--- src/rtl/lb_pkg.sv ---
// Shared widths and record types for the load-balancer dataplane blocks.
package lb_pkg;

  localparam int IPV4_W  = 32;
  localparam int MAC_W   = 48;
  localparam int LB_ID_W = 8;

  typedef struct packed {
    logic [LB_ID_W-1:0] id;
    logic [IPV4_W-1:0]  ip;
  } lb_desc_t;

  typedef struct packed {
    logic [LB_ID_W-1:0] id;
    logic [MAC_W-1:0]   mac;
  } lb_resolved_t;

endpackage

--- src/rtl/lb_sync_fifo.sv ---
// Single-clock FIFO with show-ahead read; push while full is honoured when a pop frees the slot.
module lb_sync_fifo #(
  parameter int WIDTH = 8,
  parameter int DEPTH = 4
) (
  input  logic             clk,
  input  logic             rst,
  input  logic             push,
  input  logic [WIDTH-1:0] push_data,
  input  logic             pop,
  output logic [WIDTH-1:0] pop_data,
  output logic             full,
  output logic             empty
);

  localparam int AW = $clog2(DEPTH);

  logic [WIDTH-1:0] mem [DEPTH];
  logic [AW:0]      wr_ptr;
  logic [AW:0]      rd_ptr;
  logic             do_push;
  logic             do_pop;

  // Pointers carry one extra wrap bit so full and empty are distinguishable.
  assign empty    = (wr_ptr == rd_ptr);
  assign full     = (wr_ptr[AW] != rd_ptr[AW]) && (wr_ptr[AW-1:0] == rd_ptr[AW-1:0]);
  assign pop_data = mem[rd_ptr[AW-1:0]];
  assign do_push  = push && (!full || pop);
  assign do_pop   = pop && !empty;

  always_ff @(posedge clk) begin
    if (rst) begin
      wr_ptr <= '0;
      rd_ptr <= '0;
    end else begin
      if (do_push) wr_ptr <= wr_ptr + 1'b1;
      if (do_pop)  rd_ptr <= rd_ptr + 1'b1;
    end
  end

  always_ff @(posedge clk) begin
    if (do_push) mem[wr_ptr[AW-1:0]] <= push_data;
  end

endmodule

--- src/rtl/next_hop_resolver.sv ---
// Turns forwarding descriptors into ARP cache queries and pairs in-order responses
// with their packet ids, emitting resolved {id, mac} or drop events.
module next_hop_resolver
  import lb_pkg::*;
#(
  parameter int ID_W  = LB_ID_W,
  parameter int DEPTH = 4,
  parameter int CNT_W = 32
) (
  input  logic              clk,
  input  logic              rst,
  input  logic              desc_valid_i,
  output logic              desc_ready_o,
  input  logic [ID_W-1:0]   desc_id_i,
  input  logic [IPV4_W-1:0] desc_ip_i,
  output logic              query_req_valid_o,
  input  logic              query_req_ready_i,
  output logic [IPV4_W-1:0] query_ip_o,
  input  logic              query_resp_valid_i,
  output logic              query_resp_ready_o,
  input  logic [MAC_W-1:0]  query_mac_i,
  input  logic              query_err_i,
  output logic              out_valid_o,
  input  logic              out_ready_i,
  output logic [ID_W-1:0]   out_id_o,
  output logic [MAC_W-1:0]  out_mac_o,
  output logic              drop_o,
  output logic [ID_W-1:0]   drop_id_o,
  output logic [CNT_W-1:0]  miss_count_o,
  output logic              orphan_err_o
);

  logic              req_full;
  logic [ID_W-1:0]   req_id;
  logic [IPV4_W-1:0] req_ip;
  logic              fifo_full;
  logic              fifo_empty;
  logic [ID_W-1:0]   fifo_head;
  logic              desc_fire;
  logic              query_fire;
  logic              resp_fire;
  logic              resp_pop;
  logic              resp_orphan;

  // A query may only leave when its tag has somewhere to live.
  assign query_req_valid_o  = req_full && !fifo_full;
  assign query_fire         = query_req_valid_o && query_req_ready_i;
  assign query_ip_o         = req_ip;
  assign desc_ready_o       = !req_full || query_fire;
  assign desc_fire          = desc_valid_i && desc_ready_o;

  // Errors never need the output register, so they are accepted even under backpressure.
  assign query_resp_ready_o = query_err_i || fifo_empty || !out_valid_o || out_ready_i;
  assign resp_fire          = query_resp_valid_i && query_resp_ready_o;
  assign resp_pop           = resp_fire && !fifo_empty;
  assign resp_orphan        = resp_fire && fifo_empty;

  lb_sync_fifo #(
    .WIDTH (ID_W),
    .DEPTH (DEPTH)
  ) u_tag_fifo (
    .clk       (clk),
    .rst       (rst),
    .push      (query_fire),
    .push_data (req_id),
    .pop       (resp_pop),
    .pop_data  (fifo_head),
    .full      (fifo_full),
    .empty     (fifo_empty)
  );

  always_ff @(posedge clk) begin
    if (rst) begin
      req_full <= 1'b0;
      req_id   <= '0;
      req_ip   <= '0;
    end else if (desc_fire) begin
      req_full <= 1'b1;
      req_id   <= desc_id_i;
      req_ip   <= desc_ip_i;
    end else if (query_fire) begin
      req_full <= 1'b0;
    end
  end

  always_ff @(posedge clk) begin
    if (rst) begin
      out_valid_o  <= 1'b0;
      out_id_o     <= '0;
      out_mac_o    <= '0;
      drop_o       <= 1'b0;
      drop_id_o    <= '0;
      miss_count_o <= '0;
      orphan_err_o <= 1'b0;
    end else begin
      drop_o <= resp_pop && query_err_i;
      if (resp_pop && query_err_i) drop_id_o <= fifo_head;

      if (resp_pop && !query_err_i) begin
        out_valid_o <= 1'b1;
        out_id_o    <= fifo_head;
        out_mac_o   <= query_mac_i;
      end else if (out_valid_o && out_ready_i) begin
        out_valid_o <= 1'b0;
        out_id_o    <= '0;
        out_mac_o   <= '0;
      end

      // Counter sticks at all-ones rather than wrapping.
      if (resp_pop && query_err_i && !(&miss_count_o)) miss_count_o <= miss_count_o + 1'b1;
      if (resp_orphan) orphan_err_o <= 1'b1;
    end
  end

endmodule
--- config.mk ---
export PLATFORM = sky130hd
export DESIGN_NAME = next_hop_resolver
export DESIGN_NICKNAME = d
export VERILOG_FILES = /design/src/rtl/lb_pkg.sv /design/src/rtl/lb_sync_fifo.sv /design/src/rtl/next_hop_resolver.sv
export SDC_FILE = /design/constraint.sdc
export NUM_CORES = 1
export LEC_CHECK = 0
export ABC_AREA = 0
export CAP_MARGIN = 10
export CORE_UTILIZATION = 46
export CTS_CLUSTER_SIZE = 10
export DETAILED_ROUTE_END_ITERATION = 16
export PLACE_DENSITY_LB_ADDON = 0.15
export SYNTH_ARGS = -nofsm -noshare
export SYNTH_HDL_FRONTEND = slang
export SYNTH_HIERARCHICAL = 1
export SYNTH_SLANG_ARGS = --single-unit
--- constraint.sdc ---
create_clock -name clk -period 3 [get_ports clk]
set_input_delay 0.45 -clock clk [delete_from_list [all_inputs] [get_ports clk]]
set_output_delay 0.45 -clock clk [all_outputs]
set_load 0.01 [all_outputs]
Word-level counts from Yosys, hierarchy flattened
Memories as Yosys holds them, arrays and structs flattened. A register that Yosys moved wholly into a read port is not among the register bits.
Cells that the tools add are included.
{"block": "op_classes", "muxes": 12, "reduce_logical": 27, "eq_ne": 3, "addsub": 3}
{"op": "48-bit two-way mux", "n": 2}
{"op": "32-bit by 1-bit adder with 32-bit output (second input constant)", "n": 1}
{"op": "32-bit AND reduction", "n": 1}
{"op": "8-bit two-way mux", "n": 2}
{"op": "1-bit logical AND", "n": 13}
{"op": "3-bit by 1-bit adder with 3-bit output (second input constant)", "n": 2}
{"op": "1-bit logical NOT", "n": 6}
{"op": "1-bit two-way mux", "n": 6}
{"op": "1-bit logical OR", "n": 5}
{"op": "2-bit two-way mux", "n": 2}
{"op": "2-bit nonzero test", "n": 2}
{"op": "3-bit equality test", "n": 1}
{"op": "2-bit equality test", "n": 1}
{"op": "1-bit inequality test", "n": 1}
{"block": "totals", "memories": 1, "in_bits": 95, "wordCells": 58, "ff_bits": 146, "ramBits": 32, "out_inout_bits": 134}
{"name": "u_tag_fifo.mem", "words": 4, "word_bits": 8, "rd": 1, "rd_clocked_by_memory_dff": 1, "wr": 1, "line_no": "lb_sync_fifo.sv:18", "rtl": "logic [WIDTH-1:0] mem [DEPTH];"}

Longest topological paths before layout
{"block": "logic_depth", "word_depth": 10, "ltp_mapped": 9, "ltp_nobuf": 8}

Cells and area by module
Netlist, hierarchy kept.
{"module": "next_hop_resolver", "seq_area_each_um2": 2802.7, "n_inst": 1, "cells_per_inst": 623, "area_each_um2": 5340.1}
{"module": "lb_sync_fifo", "seq_area_each_um2": 1121.1, "n_inst": 1, "cells_per_inst": 97, "area_each_um2": 1699.1}

Worst setup path after synthesis
Ideal clock, no wire load.
{"block": "synth_path", "path_kind": "reg-to-reg", "startpoint": "reg u_tag_fifo.wr_ptr[1]", "endpoint": "reg miss_count_o[26]", "arrival_time_ps": 2089, "t_required_ps": 2872, "stages_incl_launch_ff": 9, "setup_slack_ps": 784, "path_buffers": 0, "path_cell_list": "dfxtp_1 xnor2_2 nand2_1 nor2_1 nand3b_1 or4_1 nor4_1 xnor2_1 nor2_1"}
{"block": "synth_between", "elab_chain_len": 8, "elab_cells_between_ends": 9, "cone_classes": "eq/ne (1); reduce/logical (8)"}
{"item": "start, declared", "line_no": "lb_sync_fifo.sv:19", "rtl": "logic [AW:0] wr_ptr;"}
{"item": "start signal, assigned", "line_no": "lb_sync_fifo.sv:36", "rtl": "if (do_push) wr_ptr <= wr_ptr + 1'b1;"}
{"item": "3-bit equality test *", "line_no": "lb_sync_fifo.sv:25", "rtl": "assign empty = (wr_ptr == rd_ptr);"}
{"item": "named net fifo_empty", "line_no": "next_hop_resolver.sv:37", "rtl": "logic fifo_empty;"}
{"item": "1-bit logical OR (3 in series)", "line_no": "next_hop_resolver.sv:53", "rtl": "assign query_resp_ready_o = query_err_i || fifo_empty || !out_valid_o || out_ready_i;"}
{"item": "1-bit logical AND", "line_no": "next_hop_resolver.sv:54", "rtl": "assign resp_fire = query_resp_valid_i && query_resp_ready_o;"}
{"item": "1-bit logical AND *", "line_no": "next_hop_resolver.sv:55", "rtl": "assign resp_pop = resp_fire && !fifo_empty;"}
{"item": "1-bit logical AND * (2 in series)", "line_no": "next_hop_resolver.sv:110", "rtl": "if (resp_pop && query_err_i && !(&miss_count_o)) miss_count_o <= miss_count_o + 1'b1;"}
{"item": "end signal, assigned", "line_no": "next_hop_resolver.sv:110"}
{"item": "end, declared", "line_no": "next_hop_resolver.sv:29", "rtl": "output logic [CNT_W-1:0] miss_count_o,"}
Mark *: on every way through the listed nets, which the timed path passes. The rest lies on a longest branch.
A chain may end at the register's enable or synchronous reset.

Final worst setup path
{"block": "layout_path", "startpoint": "reg u_tag_fifo.wr_ptr[1]", "endpoint": "out query_resp_ready_o"}
{"block": "layout_between", "elab_chain_len": 4}
{"item": "3-bit equality test", "line_no": "lb_sync_fifo.sv:25"}
{"item": "named net fifo_empty", "line_no": "next_hop_resolver.sv:37"}
{"item": "1-bit logical OR (3 in series)", "line_no": "next_hop_resolver.sv:53"}
{"item": "end, declared", "line_no": "next_hop_resolver.sv:20", "rtl": "output logic query_resp_ready_o,"}
The timed path passes the listed nets, and every way through them passes these cells.

==> results.tsv <==
stage	metric	value	unit
critical_path	Req. time, crit path	2550	ps
sta	Clock Skew	10.5	ps
critical_path	r2r endpoint	u_tag_fifo/mem[1][7]$_DFFE_PP_	
hold_path	Hold Startpoint	rst	
critical_path	R2R depth	7	
route	Vias	6120	
placed_design	port bufs	228	
die	die height	126	um
die	row count	44	
clock_network	PostCTS Resize Cnt	0	
sta	unrepaired setup endpoints after global routing	false	
logic_synthesis	post-synthesis sequential area ratio	0.557	
grt	pin count of the biggest net entering global routing	51	
final_layout	antenna cells	0	
clock_network	CTS HTree Levels	4	
critical_path	Critical Path Max Stage Delay	540	ps
critical_path	CP max FO	6	
sta	period utilisation layout	0.941	
final_layout	post-layout net count	1036	
clock_network	CTS Root Cell	clkbuf_16	
clock_network	hold buffer count at cts	0	
grt	Tot GR Track Use	0.240	
critical_path	CP startpoint kind	flip-flop	
critical_path	worst setup path start	u_tag_fifo/wr_ptr[1]$_SDFFE_PP0P_	
sta	Fin. Hold Viols	0	
run_status	outcome	completed	
hold_path	min-delay worst type	input port to flip-flop	
logic_synthesis	Avg Cell Area, Syn	9.78	um2
logic_synthesis	yosys warns	6	
logic_synthesis	Mapped Cells	720	
critical_path	R2R setup slack	450	ps
grt	initial antenna violation count	0	
critical_path	Cell Chain, Critical Path	xnor2_2 > nand2_1 > nor2_1 > buf_4 > or3_1 > clkdlybuf4s50_1	
sta	fin crit period	2820	ps
logic_synthesis	mapped cell area	7040	um2
route	TritonRoute pass-1 iters	5	
critical_path	slowest cell on the critical path	clkdlybuf4s50_1	
route	DR DRC count	0	
clock_network	CTS Sinks	180	
final_layout	share of layout cells above drive strength 1	0.0823	
logic_synthesis	Yosys cell types	58	
die	DIE AREA	15800	um2
sta	max_slew headroom	0.632	
final_layout	register area	3920	um2
pwr	Power Density	531	nW/um2
route	Post-DRT Antenna Nets	0	
run	max-cap viol count	0	
critical_path	Crit. End Element	output port	
final_layout	multi-input combinational cell area	2900	um2
critical_path	Buf/Inv on CP	2	
placed_design	Detail Placement HPWL	13400	um
die	Initial Util	0.477	
grt	vias in the first global route	5751	
critical_path	Reg-to-Reg Start	u_tag_fifo/wr_ptr[1]$_SDFFE_PP0P_	
critical_path	classification of the worst setup path	flip-flop to output port	
clock_network	cts bufs inserted	17	
clock_network	CTS tree	built	
route	Routed WL per cell	16.5	um
placed_design	placed cells	1100	
final_layout	fin cells	1132	
critical_path	Largest delay share family, worst path	buffers and inverters	
critical_path	WP depth	6	
route	routed wire length	18700	um
sta	maximum clock frequency	354	MHz
sta	setup_tns	0	ps
critical_path	critical path endpoint	query_resp_ready_o	
grt	GR Overflow Total	0	
route	initial drt markers	422	
critical_path	WP data arrival	2370	ps
logic_synthesis	Mapped Nets	821	
final_layout	area grow syn2layout	42.9	%
die	Core Area	14800	um2
pwr	Static Leak	3.51	nW
sta	Hold WS	451	ps
pwr	total power	5.34	mW
die	die width	126	um
sta	worst slew pin tran	550	ps
die	I/O Pins	229	
clock_network	clk slew on worst S/H paths	70	ps
clock_network	Post-CTS Setup Bufs	0	
logic_synthesis	#FFs+latches synth	180	
route	vias per inst	5.41	
grt	wire length of the first global-routing pass	30000	um
sta	Final setup viols	0	
clock_network	clk buf depth	2	
placed_design	placer's final routability congestion estimate	0.839	
clock_network	Clock Latency Late Sink	430	ps
final_layout	fill count	1157	
pwr	VDD IR max	389	uV
sta	fin. max-slew vios	0	
[placed cells by master, fill, tap and decap left out, types with 3 or more instances in the layout]
master,count
nand3_1,11
or4_1,8
mux2i_1,3
or3_1,8
xnor2_1,7
dfxtp_1,148
clkinv_4,4
ha_1,6
o21ai_0,10
inv_6,4
inv_1,13
mux2_2,5
and2_1,7
and3_1,4
mux2_1,3
inv_8,3
mux4_2,8
o31ai_1,7
edfxtp_1,32
clkdlybuf4s50_1,227
a22oi_1,56
or4_2,3
buf_4,12
nand2b_1,5
nor2_1,83
nor3_1,8
clkbuf_16,17
nand4_1,8
nand2_1,112
a21oi_1,69
nor2b_1,10
nor4_1,8
[cells in the mapped netlist (all sizes together)]
library cell | count | area [um2]
nand4 | 10 | 83.8
nor3 | 8 | 40.0
or4 | 12 | 97.6
and2 | 7 | 43.8
a31oi | 3 | 25.0
nand2 | 112 | 420
a21oi | 70 | 350
nor2 | 83 | 312
a41oi | 3 | 41.3
a22oi | 56 | 420
or2 | 2 | 15.0
mux2i | 3 | 30.0
a31o | 1 | 8.76
ha | 6 | 75.1
and3b | 1 | 8.76
nor4 | 9 | 62.6
nor3b | 2 | 15.0
dfxtp | 148 | 2960
nand4b | 1 | 8.76
nand2b | 5 | 31.3
nand3 | 11 | 55.1
buf | 8 | 45.0
nand3b | 2 | 15.0
inv | 13 | 48.8
mux4 | 8 | 180
xor2 | 3 | 33.8
and3 | 4 | 25.0
o31ai | 7 | 52.6
a211oi | 2 | 15.0
nor2b | 10 | 62.6
a21bo | 1 | 10.0
a211o | 1 | 8.76
nand4bb | 1 | 11.3
mux2 | 9 | 105
o21ai | 10 | 50.1
dlygate4sd3 | 1 | 10.0
or3 | 9 | 57.6
clkbuf | 36 | 136
xnor2 | 9 | 93.8
edfxtp | 32 | 961
nor4bb | 1 | 10.0
[final cells by class]
cell class | instances | share of cell area
clock inverter | 14 | 0.0119
multi-input combinational | 482 | 0.289
inverter | 13 | 0.00485
clock buffer | 18 | 0.0427
timing repair buffer | 241 | 0.239
tap | 184 | 0.0229
sequential | 180 | 0.390
[power breakdown]
| part | internal, mW | total, mW | switching (mW) |
|---|---|---|---|
| Clock | 1.09 | 2.07 | 0.986 |
| Combinational | 0.350 | 0.655 | 0.305 |
| Sequential | 2.55 | 2.61 | 0.0614 |
[state kept, by name (all words and copies together), names as in the netlist, named ones only]
signal and cells:
drop_id_o 8, drop_o 1, miss_count_o 32, orphan_err_o 1, out_id_o 8, out_mac_o 48
out_valid_o 1, query_ip_o 32, req_full 1, req_id 8, u_tag_fifo/mem 32, u_tag_fifo/rd_ptr 3
u_tag_fifo/wr_ptr 3
[logic make-up (layout without fill, tap and decap cells)]
logic type	after synthesis	in the layout	share of synthesized area
flip-flops	180	180	0.557
XOR/XNOR	12	12	0.0181
adder cells (fa/ha/maj)	6	6	0.0107
AND/OR/NAND/NOR	290	290	0.195
buffers and inverters	58	286	0.0341
multiplexers	20	20	0.0448
AO/OA/AOI/OAI	154	154	0.140
[metal layers]
layer,part of all wire,track usage,wire (um)
met5,0,0,0
met4,0.019,0.0882,361
met3,0.063,0.0561,1180
met2,0.49,0.407,9200
met1,0.43,0.298,7940
[stage by stage]
stage	setup WS [ps]	utilization	area, um2
after floorplan	784	-	7040
after global placement	252	0.644	9510
after detailed placement	152	0.644	9510
after CTS	164	0.682	10100
after global routing	19.0	0.682	10100
final	176	0.682	10100
[worst min-delay path by stage]
| stage | to | slack [ps] | cells past startpoint |
|---|---|---|---|
| after global routing | orphan_err_o$_SDFFE_PP0P_ | 470 | 2 |
| after global placement | query_ip_o[25]$_SDFFE_PP0P_ | 440 | 2 |
| after detailed placement | query_ip_o[9]$_SDFFE_PP0P_ | 450 | 2 |
| after CTS | miss_count_o[0]$_SDFFE_PP0P_ | 440 | 2 |
| after floorplan | u_tag_fifo/mem[0][0]$_DFFE_PP_ | 460 | 0 |
| final | miss_count_o[0]$_SDFFE_PP0P_ | 450 | 2 |
No activity file was read; power rests on OpenSTA's default activity.
